==> src/rtl/ssc_bank_if.sv <==
// Bus and sample-stream bundle for the spread-spectrum detector bank.
// The slave modport is the bank's view; master is the host/ADC side.
interface ssc_bank_if #(
    parameter int NCH   = 32,
    parameter int ADC_W = 16
);
    logic [31:0]      addr;
    logic [31:0]      Wdata;
    logic             write;
    logic             read;
    logic [31:0]      Rdata;
    logic [ADC_W-1:0] ADC;
    logic             pushADC;
    logic [NCH-1:0]   cseen;
    logic             irq;
    logic             busy;

    modport slave  (input addr, Wdata, write, read, ADC, pushADC,
                    output Rdata, cseen, irq, busy);
    modport master (output addr, Wdata, write, read, ADC, pushADC,
                    input Rdata, cseen, irq, busy);
endinterface

==> src/rtl/ssc_bank.sv <==
// Bank of NCH code detectors sharing one 1-bit sample window; a single
// correlator visits one channel per cycle after each accepted sample.
module ssc_bank #(
    parameter int          NCH       = 32,
    parameter int          CODE_LEN  = 32,
    parameter int          ADC_W     = 16,
    parameter logic [31:0] BASE_ADDR = 32'h0000_0000
) (
    input logic        clk,
    input logic        rst,
    ssc_bank_if.slave  bus
);
    localparam int CHW = (NCH > 1) ? $clog2(NCH) : 1;

    typedef enum logic {IDLE, SCAN} state_t;

    state_t              r_state;
    logic [CHW-1:0]      r_ch;
    logic                r_en, r_busy, r_irq;
    logic [CODE_LEN-1:0] r_win;
    logic [5:0]          r_fill;
    logic [15:0]         r_ovr;
    logic [NCH-1:0]      r_cseen, r_mask;
    logic [CODE_LEN-1:0] r_code [NCH];
    logic [5:0]          r_thr  [NCH];
    logic [5:0]          r_last [NCH];
    logic [5:0]          r_peak [NCH];
    logic [31:0]         r_rdata;

    logic [31:0]         w_off, w_wa, w_coff, w_rd;
    logic                w_in_ch;
    logic [CHW-1:0]      w_k;
    logic [1:0]          w_sub;
    logic                w_scan, w_acc, w_drop, w_hit, w_clr;
    logic                w_wr_ctrl, w_wr_ovr, w_wr_cseen, w_wr_mask, w_wr_ch;
    logic [CODE_LEN-1:0] w_xn;
    logic [5:0]          w_score;
    logic [NCH-1:0]      w_set, w_pclr, w_upd, w_wcode, w_wthr;
    logic                w_unused;

    assign w_off   = bus.addr - BASE_ADDR;
    assign w_wa    = {w_off[31:2], 2'b00};
    assign w_coff  = w_wa - 32'h100;
    assign w_in_ch = (w_wa >= 32'h100) && (w_wa < 32'h100 + 32'(16 * NCH));
    assign w_k     = w_coff[CHW+3:4];
    assign w_sub   = w_wa[3:2];

    assign w_wr_ctrl  = bus.write && (w_wa == 32'h000);
    assign w_wr_ovr   = bus.write && (w_wa == 32'h008);
    assign w_wr_cseen = bus.write && (w_wa == 32'h00C);
    assign w_wr_mask  = bus.write && (w_wa == 32'h010);
    assign w_wr_ch    = bus.write && w_in_ch;
    assign w_clr      = w_wr_ctrl && bus.Wdata[1];

    assign w_scan = (r_state == SCAN);
    assign w_acc  = bus.pushADC && r_en && (r_state == IDLE);
    assign w_drop = bus.pushADC && r_en && w_scan;

    always_comb begin
        w_xn    = ~(r_win ^ r_code[r_ch]);
        w_score = '0;
        for (int i = 0; i < CODE_LEN; i++) w_score = w_score + 6'(w_xn[i]);
    end

    // Detection is suppressed until the window holds a full code length.
    assign w_hit = w_scan && (r_fill == 6'(CODE_LEN)) && (r_thr[r_ch] != 6'd0)
                   && (w_score >= r_thr[r_ch]);

    always_comb begin
        w_set   = '0;
        w_pclr  = '0;
        w_upd   = '0;
        w_wcode = '0;
        w_wthr  = '0;
        if (w_hit) w_set[r_ch] = 1'b1;
        for (int k = 0; k < NCH; k++) begin
            w_pclr[k]  = w_clr || (w_wr_ch && w_sub == 2'd3 && w_k == CHW'(k));
            w_upd[k]   = w_scan && (r_ch == CHW'(k));
            w_wcode[k] = w_wr_ch && w_sub == 2'd0 && w_k == CHW'(k);
            w_wthr[k]  = w_wr_ch && w_sub == 2'd1 && w_k == CHW'(k);
        end
    end

    always_comb begin
        w_rd = '0;
        case (w_wa)
            32'h000: w_rd = {31'b0, r_en};
            32'h004: w_rd = {18'b0, r_fill, 7'b0, r_busy};
            32'h008: w_rd = {16'b0, r_ovr};
            32'h00C: w_rd = 32'(r_cseen);
            32'h010: w_rd = 32'(r_mask);
            default: if (w_in_ch) begin
                case (w_sub)
                    2'd0:    w_rd = 32'(r_code[w_k]);
                    2'd1:    w_rd = 32'(r_thr[w_k]);
                    2'd2:    w_rd = 32'(r_last[w_k]);
                    default: w_rd = 32'(r_peak[w_k]);
                endcase
            end
        endcase
    end

    always_ff @(posedge clk or negedge rst) begin
        if (!rst) begin
            r_state <= IDLE;
            r_ch    <= '0;
            r_en    <= 1'b0;
            r_busy  <= 1'b0;
            r_irq   <= 1'b0;
            r_win   <= '0;
            r_fill  <= '0;
            r_ovr   <= '0;
            r_cseen <= '0;
            r_mask  <= '0;
            r_rdata <= '0;
            for (int k = 0; k < NCH; k++) begin
                r_code[k] <= '0;
                r_thr[k]  <= '0;
                r_last[k] <= '0;
                r_peak[k] <= '0;
            end
        end else begin
            if (bus.read)  r_rdata <= w_rd;
            if (w_wr_ctrl) r_en    <= bus.Wdata[0];
            if (w_wr_mask) r_mask  <= bus.Wdata[NCH-1:0];

            if (w_wr_ovr)                          r_ovr <= '0;
            else if (w_drop && r_ovr != 16'hFFFF)  r_ovr <= r_ovr + 16'd1;

            // A hit in the same cycle as a software clear must survive.
            r_cseen <= (r_cseen & ~(w_wr_cseen ? bus.Wdata[NCH-1:0] : '0)
                        & ~{NCH{w_clr}}) | w_set;
            r_irq   <= |(r_cseen & r_mask);

            for (int k = 0; k < NCH; k++) begin
                if (w_wcode[k]) r_code[k] <= bus.Wdata[CODE_LEN-1:0];
                if (w_wthr[k])  r_thr[k]  <= bus.Wdata[5:0];
                if (w_upd[k]) begin
                    r_last[k] <= w_score;
                    r_peak[k] <= (w_pclr[k] || w_score > r_peak[k]) ? w_score : r_peak[k];
                end else if (w_pclr[k]) begin
                    r_peak[k] <= '0;
                end
            end

            case (r_state)
                IDLE: if (w_acc) begin
                    r_win   <= {r_win[CODE_LEN-2:0], ~bus.ADC[ADC_W-1]};
                    if (r_fill != 6'(CODE_LEN)) r_fill <= r_fill + 6'd1;
                    r_ch    <= '0;
                    r_state <= SCAN;
                    r_busy  <= 1'b1;
                end
                SCAN: if (r_ch == CHW'(NCH - 1)) begin
                    r_state <= IDLE;
                    r_busy  <= 1'b0;
                end else begin
                    r_ch <= r_ch + CHW'(1);
                end
                default: r_state <= IDLE;
            endcase
        end
    end

    assign bus.Rdata = r_rdata;
    assign bus.cseen = r_cseen;
    assign bus.irq   = r_irq;
    assign bus.busy  = r_busy;

    assign w_unused = ^{bus.ADC, bus.addr, bus.Wdata, w_off, w_coff};
endmodule

==> src/flat_wrapper.sv <==
// flat-port wrapper written by rule: the top's interface ports become plain ports
module ssc_bank_flat 
#(
    parameter int          NCH       = 32,
    parameter int          CODE_LEN  = 32,
    parameter int          ADC_W     = 16,
    parameter logic [31:0] BASE_ADDR = 32'h0000_0000
)
  (clk, rst, bus_addr, bus_Wdata, bus_write, bus_read, bus_ADC, bus_pushADC, bus_Rdata, bus_cseen, bus_irq, bus_busy);
  ssc_bank_if #(.NCH(NCH), .ADC_W(ADC_W)) bus_i ();
  input logic clk;
  input logic rst;
  input wire logic [$bits(bus_i.addr)-1:0] bus_addr;
  input wire logic [$bits(bus_i.Wdata)-1:0] bus_Wdata;
  input wire logic [$bits(bus_i.write)-1:0] bus_write;
  input wire logic [$bits(bus_i.read)-1:0] bus_read;
  input wire logic [$bits(bus_i.ADC)-1:0] bus_ADC;
  input wire logic [$bits(bus_i.pushADC)-1:0] bus_pushADC;
  output wire logic [$bits(bus_i.Rdata)-1:0] bus_Rdata;
  output wire logic [$bits(bus_i.cseen)-1:0] bus_cseen;
  output wire logic [$bits(bus_i.irq)-1:0] bus_irq;
  output wire logic [$bits(bus_i.busy)-1:0] bus_busy;
  assign bus_i.addr = bus_addr;
  assign bus_i.Wdata = bus_Wdata;
  assign bus_i.write = bus_write;
  assign bus_i.read = bus_read;
  assign bus_i.ADC = bus_ADC;
  assign bus_i.pushADC = bus_pushADC;
  assign bus_Rdata = bus_i.Rdata;
  assign bus_cseen = bus_i.cseen;
  assign bus_irq = bus_i.irq;
  assign bus_busy = bus_i.busy;
  ssc_bank #(.NCH(NCH), .CODE_LEN(CODE_LEN), .ADC_W(ADC_W), .BASE_ADDR(BASE_ADDR)) u_core (.clk(clk), .rst(rst), .bus(bus_i));
endmodule
==> config.mk <==
export PLATFORM = sky130hd
export DESIGN_NAME = ssc_bank_flat
export DESIGN_NICKNAME = d
export VERILOG_FILES = /design/src/rtl/ssc_bank_if.sv /design/src/rtl/ssc_bank.sv /design/src/flat_wrapper.sv
export SDC_FILE = /design/constraint.sdc
export NUM_CORES = 2
export LEC_CHECK = 0
export ABC_AREA = 0
export BUFFER_PORTS_ARGS = -buffer_cell sky130_fd_sc_hd__buf_2
export CORE_ASPECT_RATIO = 0.9
export CORE_MARGIN = 2
export CORE_UTILIZATION = 30
export CTS_BUF_LIST = sky130_fd_sc_hd__clkbuf_4 sky130_fd_sc_hd__clkbuf_8
export DETAILED_ROUTE_END_ITERATION = 16
export GPL_TIMING_DRIVEN = 1
export PLACE_DENSITY_LB_ADDON = 0.08
export SLEW_MARGIN = 20
export SYNTH_ARGS = -nofsm -noshare
export SYNTH_HDL_FRONTEND = slang
export SYNTH_SLANG_ARGS = --single-unit
==> constraint.sdc <==
create_clock -name clk -period 20.1 [get_ports clk]
set_clock_uncertainty 0.15 [all_clocks]
set_input_delay 2.01 -clock clk [delete_from_list [all_inputs] [get_ports clk]]
set_output_delay 2.01 -clock clk [all_outputs]
set_load 0.03 [all_outputs]
==> flow_summary.yaml <==
power:
  p_int_uw: 5760
  switchingPower_uw: 1961
  swShare_pct: 25.40
  pwr-share-seq_pct: 46.0
  clock_power_share_pct: 49.7
  power-per-cell-area_mw_per_mm2: 71.16
  peakVddDrop_v: 0.00004273
  combPwrFrac_pct: 4.3
  p_leak_uw: 0.05251
synth:
  synthAdderAreaFrac_pct: 3.291
  syn_nets: 7300
  syn_avg_cell_area_um2: 13.75
  ys.flop_type: "dfrtp_1"
  synth_xor_area_share_pct: 0.5294
  synth_top_family_by_area: "multiplexers"
  synth_cell_types: 74
  synth_compound_area_share_pct: 5.866
  synth_edf_count: 0
  synth-seq-area-share_pct: 45.87
  yosysWarnings: 0
  synth-async-reset-ratio_pct: 100.0
  synthSimpleGateAreaFrac_pct: 4.367
  ys_ff_latch: 1759
  syn_inst: 6977
  synth.cell_area_mm2: 0.09595
  synthMuxAreaShare_pct: 36.58
clock_network:
  cts_setup_buffers: 0
  path_clk_slew_ns: 0.06
  root_buffer: "clkbuf_8"
  cts_sinks: 1759
  cts_buffer_depth: 4
  cts_tree: "built"
  cts_hold_buf: 0
  cts_resized: 0
  htreeDepth: 5
  clkLatencyLatePin_ns: 1.09
  cts_made_buffers: 341
global_routing:
  grt_pass1_vias: 65924
  grt_max_degree: 163
  grt_overflow: 0
  antenna_found_initial: 37
  grt_pass1_wl_um: 529700
  grt_usage_pct: 22.98
placement:
  dp_slack_ns: 7.485
  port_buffers: 133
  routabilityCongestion: 0.8631
  dp_hpwl_um: 234900
  dp_cells: 10969
  place_area_mm2: 0.1014
sta:
  fin_crit_sh_pct: 61.84
  tightestPinTransition_ns: 1.180
  fin_ws_ns: 7.670
  relSlewSlack_pct: 19.30
  clock.fmax_mhz: 80.45
  hold_viol: 0
  fin_crit_ns: 12.43
  final.setup.tns_ns: 0
  setup_violations: 0
  report.final.slew_viol_count: 0
  rsz0062_at_grt: "false"
worst_setup_path:
  crit_fanout: 59
  endpoint_kind: "register"
  rrSetupSlack_ns: 7.67
  arrival_ns: 13.22
  crit_type: "reg -> reg"
  crit_top_cell: "fa_1"
  start_kind: "register"
  slowest_stage: "dfrtp_4"
  cp.required_ns: 20.89
  max_stage_delay_ns: 0.93
  r2r_start: "u_core.r_ch[0]"
  worstRegToRegCells: 30
  timing.rr.end: "u_core.r_peak[172]"
routing:
  drc: 0
  first_pass_iters: 5
  wl_per_cell_um: 32.41
  ant_nets: 0
  vias: 63338
  wirelength_um: 375100
  drtIter0Drc: 4672
  via_per_inst: 5.472
final_layout:
  stdcell_area_mm2: 0.1085
  area_growth_syn_to_layout_pct: 13.08
  post-route-util_pct: 34.17
  final_cells: 11574
  drive_gt1_share_pct: 35.02
  nets: 7378
hold_path:
  hold_class: "reg -> reg"
  min_from: "u_core.r_last[75]"
  holdPathEnd: "u_core.r_last[75]"
  hold_depth: 1
status:
  outcome: "complete, no violations"
floorplan:
  core-area_mm2: 0.3176
  die_area_mm2: 0.3244
  boundaryPins: 151
  start_util_pct: 30.21
  die_w_um: 600.1
  rows: 196
  die_h_um: 540.5
run:
  cap_violations: 0
==> power groups by stage <==
stage	registers (uW)	logic [uW]	clock network [uW]
floorplan	3620	133	0
detailed placement	3620	339	0
finish	3550	331	3840
CTS	3550	339	3960
global placement	3620	337	0
global route	3550	357	4120
==> flip-flops by register name, summed over array words and instances (netlist names) <==
signal and count:
u_core.bus.cseen 32, u_core.r_peak 192, u_core.r_ovr 16, u_core.r_code 1024, u_core.r_ch 5, u_core.r_mask 32, u_core.r_last 192, u_core.r_fill 6
u_core.bus.busy 1, u_core.r_win 32, u_core.bus.Rdata 32, u_core.r_en 1, u_core.r_state 1, u_core.r_thr 192, u_core.bus.irq 1
==> final cells by class <==
type                    count  area (um2)
diodes                     16       40.04
repair buffers            305        2196
inverters                 224       845.8
flip-flops and latches   1759       44030
clock buffers             540        6700
well taps                4257        5326
clock inverters            49       401.6
fillers                 31079      209100
multi-input cells        4424       48960
==> layout by cell type, fill, tap and decap left out, types with 117 or more instances in the layout <==
cell and count:
mux2i_1 188, buf_4 159, mux4_2 733, buf_2 126
clkbuf_8 423, ha_1 214, a21o_1 194, nand2_1 317
inv_1 216, mux2_2 815, mux2_1 667, clkbuf_4 117
nor2_1 358, dfrtp_1 1755
==> metal layers <==
layer | GRT usage (%) | vias to the layer above | wire (um) | share of wire (%)
li1 | - | 26429 | - | -
met1 | 32.30 | 34569 | 170500 | 45
met2 | 36.31 | 1730 | 173400 | 46
met3 | 3.233 | 602 | 17770 | 4.7
met4 | 7.620 | 8 | 13440 | 3.6
met5 | 0 | - | 55 | 0.015
==> critical path, delay by kind of cell (launching register included) <==
kind / cells / cell delay [ns]
fa+ha+maj: 10 / 4.50
simple gates: 1 / 0.08
mux: 4 / 2.06
buf+inv: 8 / 2.60
compound gates: 5 / 1.40
flops: 1 / 0.93
xor+xnor: 2 / 0.35
==> Yosys cell counts, drive strengths merged (5+ instances only) <==
cell	instances	share of area, %
a221oi	58	0.80
o211ai	13	0.10
a21oi	113	0.59
a31oi	26	0.17
buf	298	1.6
inv	223	0.87
and2	13	0.085
o31ai	5	0.039
o221ai	24	0.22
clkbuf	272	1.1
nand3	62	0.33
and4	21	0.19
mux2i	190	2.0
a221o	9	0.094
dfrtp	1759	46
a2111oi	10	0.091
xor2	20	0.18
mux2	1482	17
o21a	66	0.52
nor3	11	0.068
nor2b	48	0.31
nand2b	24	0.16
ha	214	2.8
a211oi	39	0.38
mux4	733	17
fa	24	0.50
o21ai	117	0.61
o22ai	18	0.12
and3	9	0.059
nor4	9	0.065
a21o	194	1.5
a22oi	48	0.38
nand4	27	0.18
a22o	5	0.046
nor2	368	1.4
xnor2	38	0.35
nand2	352	1.4
==> cells by family after synthesis <==
logic type	count (synthesis)
muxes	2405
DFF	1759
and+or+nand+nor	956
buffers and inverters	794
AOI/OAI and AO/OA	767
adders and majority gates	238
xor gates and xnor gates	58
==> metrics by stage <==
step	total power, uW	hold WS (ns)
finish	7722	0.3195
global route	8026	0.3329
CTS	7850	0.3225
detailed placement	3954	0.3100
global placement	3953	0.3051
floorplan	3755	0.2938
==> worst max-delay path by stage <==
stage                    endpoint  cells after the start  slack [ns]      startpoint
6_report       u_core.r_peak[172]                     30        7.67  u_core.r_ch[0]
5_1_grt        u_core.r_peak[168]                     30        7.10  u_core.r_ch[0]
4_1_cts        u_core.r_peak[169]                     30        7.48  u_core.r_ch[0]
3_5_place_dp   u_core.r_peak[190]                     30        7.49  u_core.r_ch[0]
3_3_place_gp   u_core.r_peak[173]                     30        7.50  u_core.r_ch[0]
2_1_floorplan    u_core.r_peak[0]                     34       10.27  u_core.r_ch[1]
Note: power is estimated with default switching activity, not from simulation.
